File: src/rtl/debounce_pkg.sv
// Shared definitions for the push-button debouncer: FSM state encodings
// and the default stability window and counter width.
package debounce_pkg;

    // Default number of consecutive synchronized cycles needed to accept a level change.
    localparam int unsigned DEFAULT_STABLE_CYCLES = 32'd4;

    // Default stability counter width; must be able to hold STABLE_CYCLES-1.
    localparam int unsigned DEFAULT_CNT_W = 32'd16;

    // Debounce FSM states.
    // IDLE         : button accepted as released
    // PRESS_WAIT   : synchronized input high, counting towards acceptance
    // PRESSED      : button accepted as pressed
    // RELEASE_WAIT : synchronized input low, counting towards release acceptance
    typedef enum logic [1:0] {
        ST_IDLE         = 2'b00,
        ST_PRESS_WAIT   = 2'b01,
        ST_PRESSED      = 2'b10,
        ST_RELEASE_WAIT = 2'b11
    } state_t;

endpackage

File: src/rtl/sync_2ff.sv
// Two-flop synchronizer bringing the raw asynchronous button input into
// the clk domain. Both flops clear on the synchronous reset so that a
// button still held after reset is seen as a fresh rising level.
module sync_2ff (
    input  logic clk,
    input  logic rst,
    input  logic d,
    output logic q
);

    logic s1_r;
    logic s2_r;

    // Two-stage metastability filter; only s2_r is consumed downstream.
    always_ff @(posedge clk) begin
        if (rst) begin
            s1_r <= 1'b0;
            s2_r <= 1'b0;
        end else begin
            s1_r <= d;
            s2_r <= s1_r;
        end
    end

    assign q = s2_r;

endmodule

File: src/rtl/btn_debounce_pulse.sv
// Push-button debouncer with press/release strobes and a wrapping press
// counter. The raw input is synchronized, then a four-state FSM requires
// STABLE_CYCLES+1 consecutive synchronized samples at the new level before
// accepting a change. All outputs are registered.
module btn_debounce_pulse
    import debounce_pkg::*;
#(
    parameter int unsigned STABLE_CYCLES = DEFAULT_STABLE_CYCLES,
    parameter int unsigned CNT_W         = DEFAULT_CNT_W
) (
    input  logic       clk,
    input  logic       rst,
    input  logic       btn_in,
    output logic       btn_level,
    output logic       btn_pulse,
    output logic       release_pulse,
    output logic [7:0] press_count
);

    // Terminal count: the FSM accepts the level on the sample that finds
    // the counter already at STABLE_CYCLES-1.
    localparam logic [CNT_W-1:0] CNT_LAST = CNT_W'(STABLE_CYCLES - 32'd1);
    localparam logic [CNT_W-1:0] CNT_ONE  = CNT_W'(32'd1);
    localparam logic [CNT_W-1:0] CNT_ZERO = {CNT_W{1'b0}};

    logic             s2_s;
    state_t           state_r;
    logic [CNT_W-1:0] cnt_r;
    logic             level_r;
    logic             pulse_r;
    logic             release_r;
    logic [7:0]       count_r;

    sync_2ff u_sync (
        .clk (clk),
        .rst (rst),
        .d   (btn_in),
        .q   (s2_s)
    );

    // Debounce FSM with stability counter, registered level, strobes and press counter.
    always_ff @(posedge clk) begin
        if (rst) begin
            state_r   <= ST_IDLE;
            cnt_r     <= CNT_ZERO;
            level_r   <= 1'b0;
            pulse_r   <= 1'b0;
            release_r <= 1'b0;
            count_r   <= 8'd0;
        end else begin
            // Strobes are single-cycle unless a branch below re-asserts them.
            pulse_r   <= 1'b0;
            release_r <= 1'b0;
            case (state_r)
                ST_IDLE: begin
                    if (s2_s) begin
                        state_r <= ST_PRESS_WAIT;
                        cnt_r   <= CNT_ZERO;
                    end else begin
                        state_r <= ST_IDLE;
                        cnt_r   <= cnt_r;
                    end
                    level_r <= 1'b0;
                end

                ST_PRESS_WAIT: begin
                    if (s2_s) begin
                        if (cnt_r == CNT_LAST) begin
                            // Press accepted: one strobe and one count per press.
                            state_r <= ST_PRESSED;
                            cnt_r   <= CNT_ZERO;
                            level_r <= 1'b1;
                            pulse_r <= 1'b1;
                            count_r <= count_r + 8'd1;
                        end else begin
                            state_r <= ST_PRESS_WAIT;
                            cnt_r   <= cnt_r + CNT_ONE;
                            level_r <= 1'b0;
                        end
                    end else begin
                        // Bounce back low before acceptance: drop the attempt.
                        state_r <= ST_IDLE;
                        cnt_r   <= CNT_ZERO;
                        level_r <= 1'b0;
                    end
                end

                ST_PRESSED: begin
                    if (!s2_s) begin
                        state_r <= ST_RELEASE_WAIT;
                        cnt_r   <= CNT_ZERO;
                    end else begin
                        state_r <= ST_PRESSED;
                        cnt_r   <= cnt_r;
                    end
                    level_r <= 1'b1;
                end

                ST_RELEASE_WAIT: begin
                    if (!s2_s) begin
                        if (cnt_r == CNT_LAST) begin
                            // Release accepted.
                            state_r   <= ST_IDLE;
                            cnt_r     <= CNT_ZERO;
                            level_r   <= 1'b0;
                            release_r <= 1'b1;
                        end else begin
                            state_r <= ST_RELEASE_WAIT;
                            cnt_r   <= cnt_r + CNT_ONE;
                            level_r <= 1'b1;
                        end
                    end else begin
                        // Bounce back high: still pressed, no new press strobe.
                        state_r <= ST_PRESSED;
                        cnt_r   <= CNT_ZERO;
                        level_r <= 1'b1;
                    end
                end

                default: begin
                    // Unreachable encoding: recover to a known released state.
                    state_r <= ST_IDLE;
                    cnt_r   <= CNT_ZERO;
                    level_r <= 1'b0;
                end
            endcase
        end
    end

    assign btn_level     = level_r;
    assign btn_pulse     = pulse_r;
    assign release_pulse = release_r;
    assign press_count   = count_r;

endmodule

File: config.mk
export PLATFORM = sky130hd
export DESIGN_NAME = btn_debounce_pulse
export DESIGN_NICKNAME = d
export VERILOG_FILES = /design/src/rtl/debounce_pkg.sv /design/src/rtl/sync_2ff.sv /design/src/rtl/btn_debounce_pulse.sv
export SDC_FILE = /design/constraint.sdc
export NUM_CORES = 1
export LEC_CHECK = 0
export ABC_AREA = 0
export ABC_CLOCK_PERIOD_IN_PS = 4790
export CORE_MARGIN = 3
export CORE_UTILIZATION = 40
export DETAILED_ROUTE_END_ITERATION = 7
export SKIP_CTS_REPAIR_TIMING = 1
export SLEW_MARGIN = 20
export SYNTH_ARGS = -nofsm -noshare
export SYNTH_HDL_FRONTEND = slang
export SYNTH_SLANG_ARGS = --single-unit
File: constraint.sdc
create_clock -name clk -period 4.79 [get_ports clk]
set_input_delay 0.958 -clock clk [delete_from_list [all_inputs] [get_ports clk]]
set_output_delay 0.958 -clock clk [all_outputs]
set_load 0.02 [all_outputs]
== Yosys cells after proc, flatten, opt, wreduce, memory -nomap -nowiden ==
Index checks and enable logic that the tools add are counted.
Widths: inputs -> output; s select.

* $add $sub $neg: 2
* Equality and inequality tests: 6
* Mux-type cells: 18
* Bitwise logic cells: 2
* Reductions and logical operators: 5

{| class="wikitable"
|+ Operators by type and width
! cell !! count
|-
| $mux 16 || 5
|-
| $pmux 16 s4 || 1
|-
| $add 16x1->16 const B || 1
|-
| $eq 16x2->1 const B || 1
|-
| $add 8x1->8 const B || 1
|-
| $mux 2 || 4
|-
| $pmux 2 s4 || 1
|-
| $mux 1 || 6
|-
| $eq 2x2->1 const B || 2
|-
| $pmux 1 s4 || 1
|-
| $reduce_and 3->1 || 1
|-
| $reduce_or 3->1 || 1
|-
| $eq 2x1->1 const B || 1
|-
| $logic_not 2->1 || 1
|-
| $ne 2x1->1 const B || 1
|-
| $ne 2x2->1 const B || 1
|-
| $not 1->1 || 2
|-
| $reduce_and 2->1 || 1
|-
| $reduce_or 2->1 || 1
|}

* Flip-flop bits (word level): 31
* Bits of input ports: 3
* Output and inout bits: 11
* Word-level logic and storage cells: 41

== Logic depth before layout (Yosys ltp) ==
* Depth after elaboration: 4
* Gate-level depth with buffers: 7
* Depth with buffers taken out: 5

== By module ==
From an unflattened synthesis, not the netlist that was laid out.

* Cell total of the unflattened synthesis: 199
* Area, all modules: 1722.9 sq um

{| class="wikitable"
|+ By module, submodules not included
! module !! instances !! cells each !! area an instance (sq um) !! sequential area each (sq um)
|-
| btn_debounce_pulse || 1 || 195 || 1670.4 || 580.6
|-
| sync_2ff || 1 || 4 || 52.6 || 40.0
|}

== Worst setup path before layout ==
Ideal clock, no wire load.

* Path kind: input port to flip-flop
* Start point: input port rst
* End point: register cnt_r[10]
* Library setup time: 0.106 ns
* Data arrival time: 1.760 ns
* Data required time: 4.684 ns
* Slack: 2.924 ns
* Stages: 4
* Buffers on the path: 1
* Path through: clkbuf_1 nor3_1 nand2_1 o311ai_0

{| class="wikitable"
|+ RTL lines
! item !! RTL line !! source
|-
| from (decl) || btn_debounce_pulse.sv:12 || <nowiki>input logic rst,</nowiki>
|-
| to (signal assigned) || btn_debounce_pulse.sv:61 || <nowiki>cnt_r <= cnt_r;</nowiki>
|-
| to (signal assigned) || btn_debounce_pulse.sv:77 || <nowiki>cnt_r <= cnt_r + CNT_ONE;</nowiki>
|-
| to (signal assigned) || btn_debounce_pulse.sv:94 || <nowiki>cnt_r <= cnt_r;</nowiki>
|-
| to (decl) || btn_debounce_pulse.sv:28 || <nowiki>logic [CNT_W-1:0] cnt_r;</nowiki>
|}

==> summary.md <==
| Metric | Value |
|---|---|
| Status | finished clean |
| Largest net degree at the start of global routing | 23 |
| Worst Reg-to-Reg Cells | 5 |
| Post-synth ARST share | 0% |
| CP delay by family, top | buffers and inverters |
| Internal reg-to-reg setup slack | 2230 ps |
| Initial antenna violation count | 0 |
| Vias in the first global route | around 1400 |
| Latest clock arrival within the worst-skew pair | 290 ps |
| Multiplexer area fraction after synthesis | 0% |
| RSZ-0062 raised after global routing | false |
| First-pass GRT wire length | approximately 6500 um |
| PnR worst setup slack | 2080 ps |
| Pre-CTS setup slack | 1790 ps |
| Clk pwr share | 43.1% |
| Initial DRT Pass Iterations | 4 |
| Max Buffers Root-to-Sink | 2 |
| Sequential Power Share | 54.3% |
| CTS tree | done |
| Final instance area | ~0.0018 mm^2 |
| Peak VDD IR | around 0.14 mV |
| Clock root buffer | clkbuf_8 |
| Worst Skew | roughly 3.9 ps |
| Combinational Power Share | 2.6% |
| Final slew viol count | 0 |
| Net Switching | 115 uW |
| Yosys warns | 0 |
| Grt met1 use | around a fifth |
| Adder-Cell Fraction of Synth Area | 1.55% |
| Sequential fraction of the synthesis area | between 30 and 40% |
| Most Used Layer, Global Route | met2 |
| Mapped Cells | roughly 200 |
| DRT Wirelength | approximately 3700 um |
| Routed len/inst | approximately 15 um |
| Unique masters post-synth | 37 |
| Num CTS Buffers | 5 |
| Synth Area in Compound Gates | 16.6% |
| Max cap viols | 0 |
| Die extent in y | ~70 um |
| Fin util | 48.3% |
| Post-synthesis simple-gate area fraction | 35.0% |
| Iteration-0 DRC Markers | 77 |
| Worst Tran Pin Value | slightly below 900 ps |
| Relative slew slack | approximately two fifths |
| Startpoint types | input pin |
| XOR/XNOR share of the synthesized area | 2.17% |
| CTS H-tree depth | 2 |
| Total number of vias | around 1500 |
| Kind of critical path | input pin to register |
| Synth top area share | between 30% and 40% |
| Syn Nets | between 200 and 250 |
| Fmax | ~0.37 GHz |
| WHS Endpoint | u_sync.q |
| M2 GR Usage | around a quarter |
| Core ar. | 0.00377 mm^2 |
| Fin crit share | approximately 57% |
| Pwr Density | 263 mW/mm^2 |
| Hold Crit Class | register to register |
| Worst Setup End Kind | register |
| DPL Wire Length | about 2500 um |
| Routed Antenna Nets | 0 |
| GP Congestion | about 0.85 |
| Hold Crit Start | u_sync.s1_r |
| Remaining Overflow, GRT | 0 |
| Most common cell in the synthesized netlist | dfxtp_1 |
| Port bufs | 13 |
| Switching fraction of total power | about a quarter |
| Vias per cell | a little over 6 |
| R2r startpoint | cnt_r[0] |
| Placed Area | roughly 0.0017 mm^2 |
| Fill cells | between 300 and 400 |
| R2R Path End | cnt_r[10] |
| Share of cells above drive strength 1 | approximately 6% |
| Data arrival, critical path | ~2900 ps |
| Initial Util | 42.8% |
| Critical path peak fanout | 21 |
| Clock-pin slew on the worst setup and hold paths | ~70 ps |
| Num rows | 22 |
| Top cells by area, synth | dfxtp_1 38%, nand4_1 4.7%, a31oi_1 4.3% |
| IO Pins | 14 |
| Worst path bufs/invs | 2 |
| Final Hold Viols | 0 |
| Critical Path, Cell by Cell | clkdlybuf4s50_1 > nor3_1 > buf_4 > nand2_1 > o311ai_0 |
| Slowest stage delay, CP | between 700 and 800 ps |
| Overall Global Routing Usage | between 15 and 20% |
| Leakage power | about 0.53 nW |
| Area leader, netlist | dfxtp_1 |
| Post-Synthesis Cell Area | around 0.0016 mm^2 |
| Internal power | roughly 360 uW |
| Yosys reg bits | 31 |
| Post-synth EDFFs | 0 |
| Final Setup Violations | 0 |
| Area Growth Syn to Fin | 12.9% |
| Top FF cell, synth | dfxtp_1 |
| Worst hold path stage count | 1 |
| Minimum clock period | around 2700 ps |
| Commonest cells in the netlist | 31 x dfxtp_1, 15 x nand2_1, 12 x a21oi_1, 12 x nand3_1, 12 x nand4_1 |
| Largest family of logic cells by synthesized area | simple AND/OR/NAND/NOR gates |
| Die ar. | between 0.004 and 0.005 mm^2 |
| Critical-path top delay cell | clkdlybuf4s50_1 |
| Die span in x | between 60 and 70 um |
| M3 GR Usage | between 5 and 6% |
| Remaining DRCs | 0 |
| Inserted Diodes | 0 |
| Total clock sinks | 31 |
| Final TNS setup | 0 ps |
| Worst Path Required | ~5000 ps |
| Post-Syn Area per Cell | approximately 8.2 um^2 |
| Final nets | between 200 and 250 |
-- layout by cell type, fill, tap and decap left out, types with 3 or more instances in the layout --
cell type,count
a21oi_1,12
a31oi_1,11
and3_1,3
clkbuf_8,5
clkdlybuf4s50_1,13
dfxtp_1,31
inv_1,6
nand2_1,15
nand3_1,12
nand3b_1,4
nand4_1,12
nand4b_1,4
nor2_1,9
nor2b_1,3
nor3_1,9
nor4_1,3
o21ai_0,6
o31ai_1,6
or3_1,5
or4_1,7
xor2_1,3
-- worst max-delay path by stage --
stage / startpoint / to / slack, ps / depth (start not counted)
2_1_floorplan: rst / cnt_r[10] / 2920 / 4
3_3_place_gp: rst / cnt_r[10] / 1890 / 5
3_5_place_dp: rst / cnt_r[10] / 1790 / 5
4_1_cts: rst / cnt_r[10] / 2070 / 5
5_1_grt: rst / cnt_r[10] / 1870 / 5
6_report: rst / cnt_r[10] / 2080 / 5
-- metal layers --
| metal | share of wire [%] | up-vias |
|---|---|---|
| li1 | - | 754 |
| met1 | 45 | 745 |
| met2 | 48 | 37 |
| met3 | 5.8 | 9 |
| met4 | 1.8 | 0 |
| met5 | 0 | - |
-- cells by family (layout without fill, tap and decap cells) --
| kind of cell | count (synthesis) | after routing |
|---|---|---|
| simple gates | 95 | 95 |
| compound gates | 43 | 43 |
| flops | 31 | 31 |
| buf+inv | 21 | 28 |
| xor+xnor | 4 | 4 |
| fa+ha+maj | 2 | 2 |
-- through the flow --
step                instances  hold slack, ps  total power, mW
floorplan                 196             414            0.274
global placement          243             418            0.278
detailed placement        243             431            0.278
CTS                       251             448            0.485
global route              251             455            0.496
finish                    251             445            0.479
-- flip-flops by register name, summed over array words and instances, names as in the netlist --
signal,count
btn_pulse,1
state_r,2
u_sync.q,1
btn_level,1
u_sync.s1_r,1
release_pulse,1
press_count,8
cnt_r,16
-- final cells by class --
class | instances | area (um^2) | area share [%]
multi-input combinational | 144 | 892 | 49.0
sequential | 31 | 621 | 34.1
timing repair buffer | 14 | 138 | 7.55
clock buffer | 5 | 68.8 | 3.78
tap | 48 | 60.1 | 3.30
inverter | 6 | 22.5 | 1.24
clock inverter | 3 | 20.0 | 1.10
-- power by group through the flow --
stage	clock network, mW	registers, mW	logic (mW)
floorplan	0	0.266	0.00855
global placement	0	0.266	0.0117
CTS	0.213	0.260	0.0122
global route	0.223	0.260	0.0137
detailed placement	0	0.266	0.0121
finish	0.207	0.260	0.0123
Power figures use the tool's default switching activity.
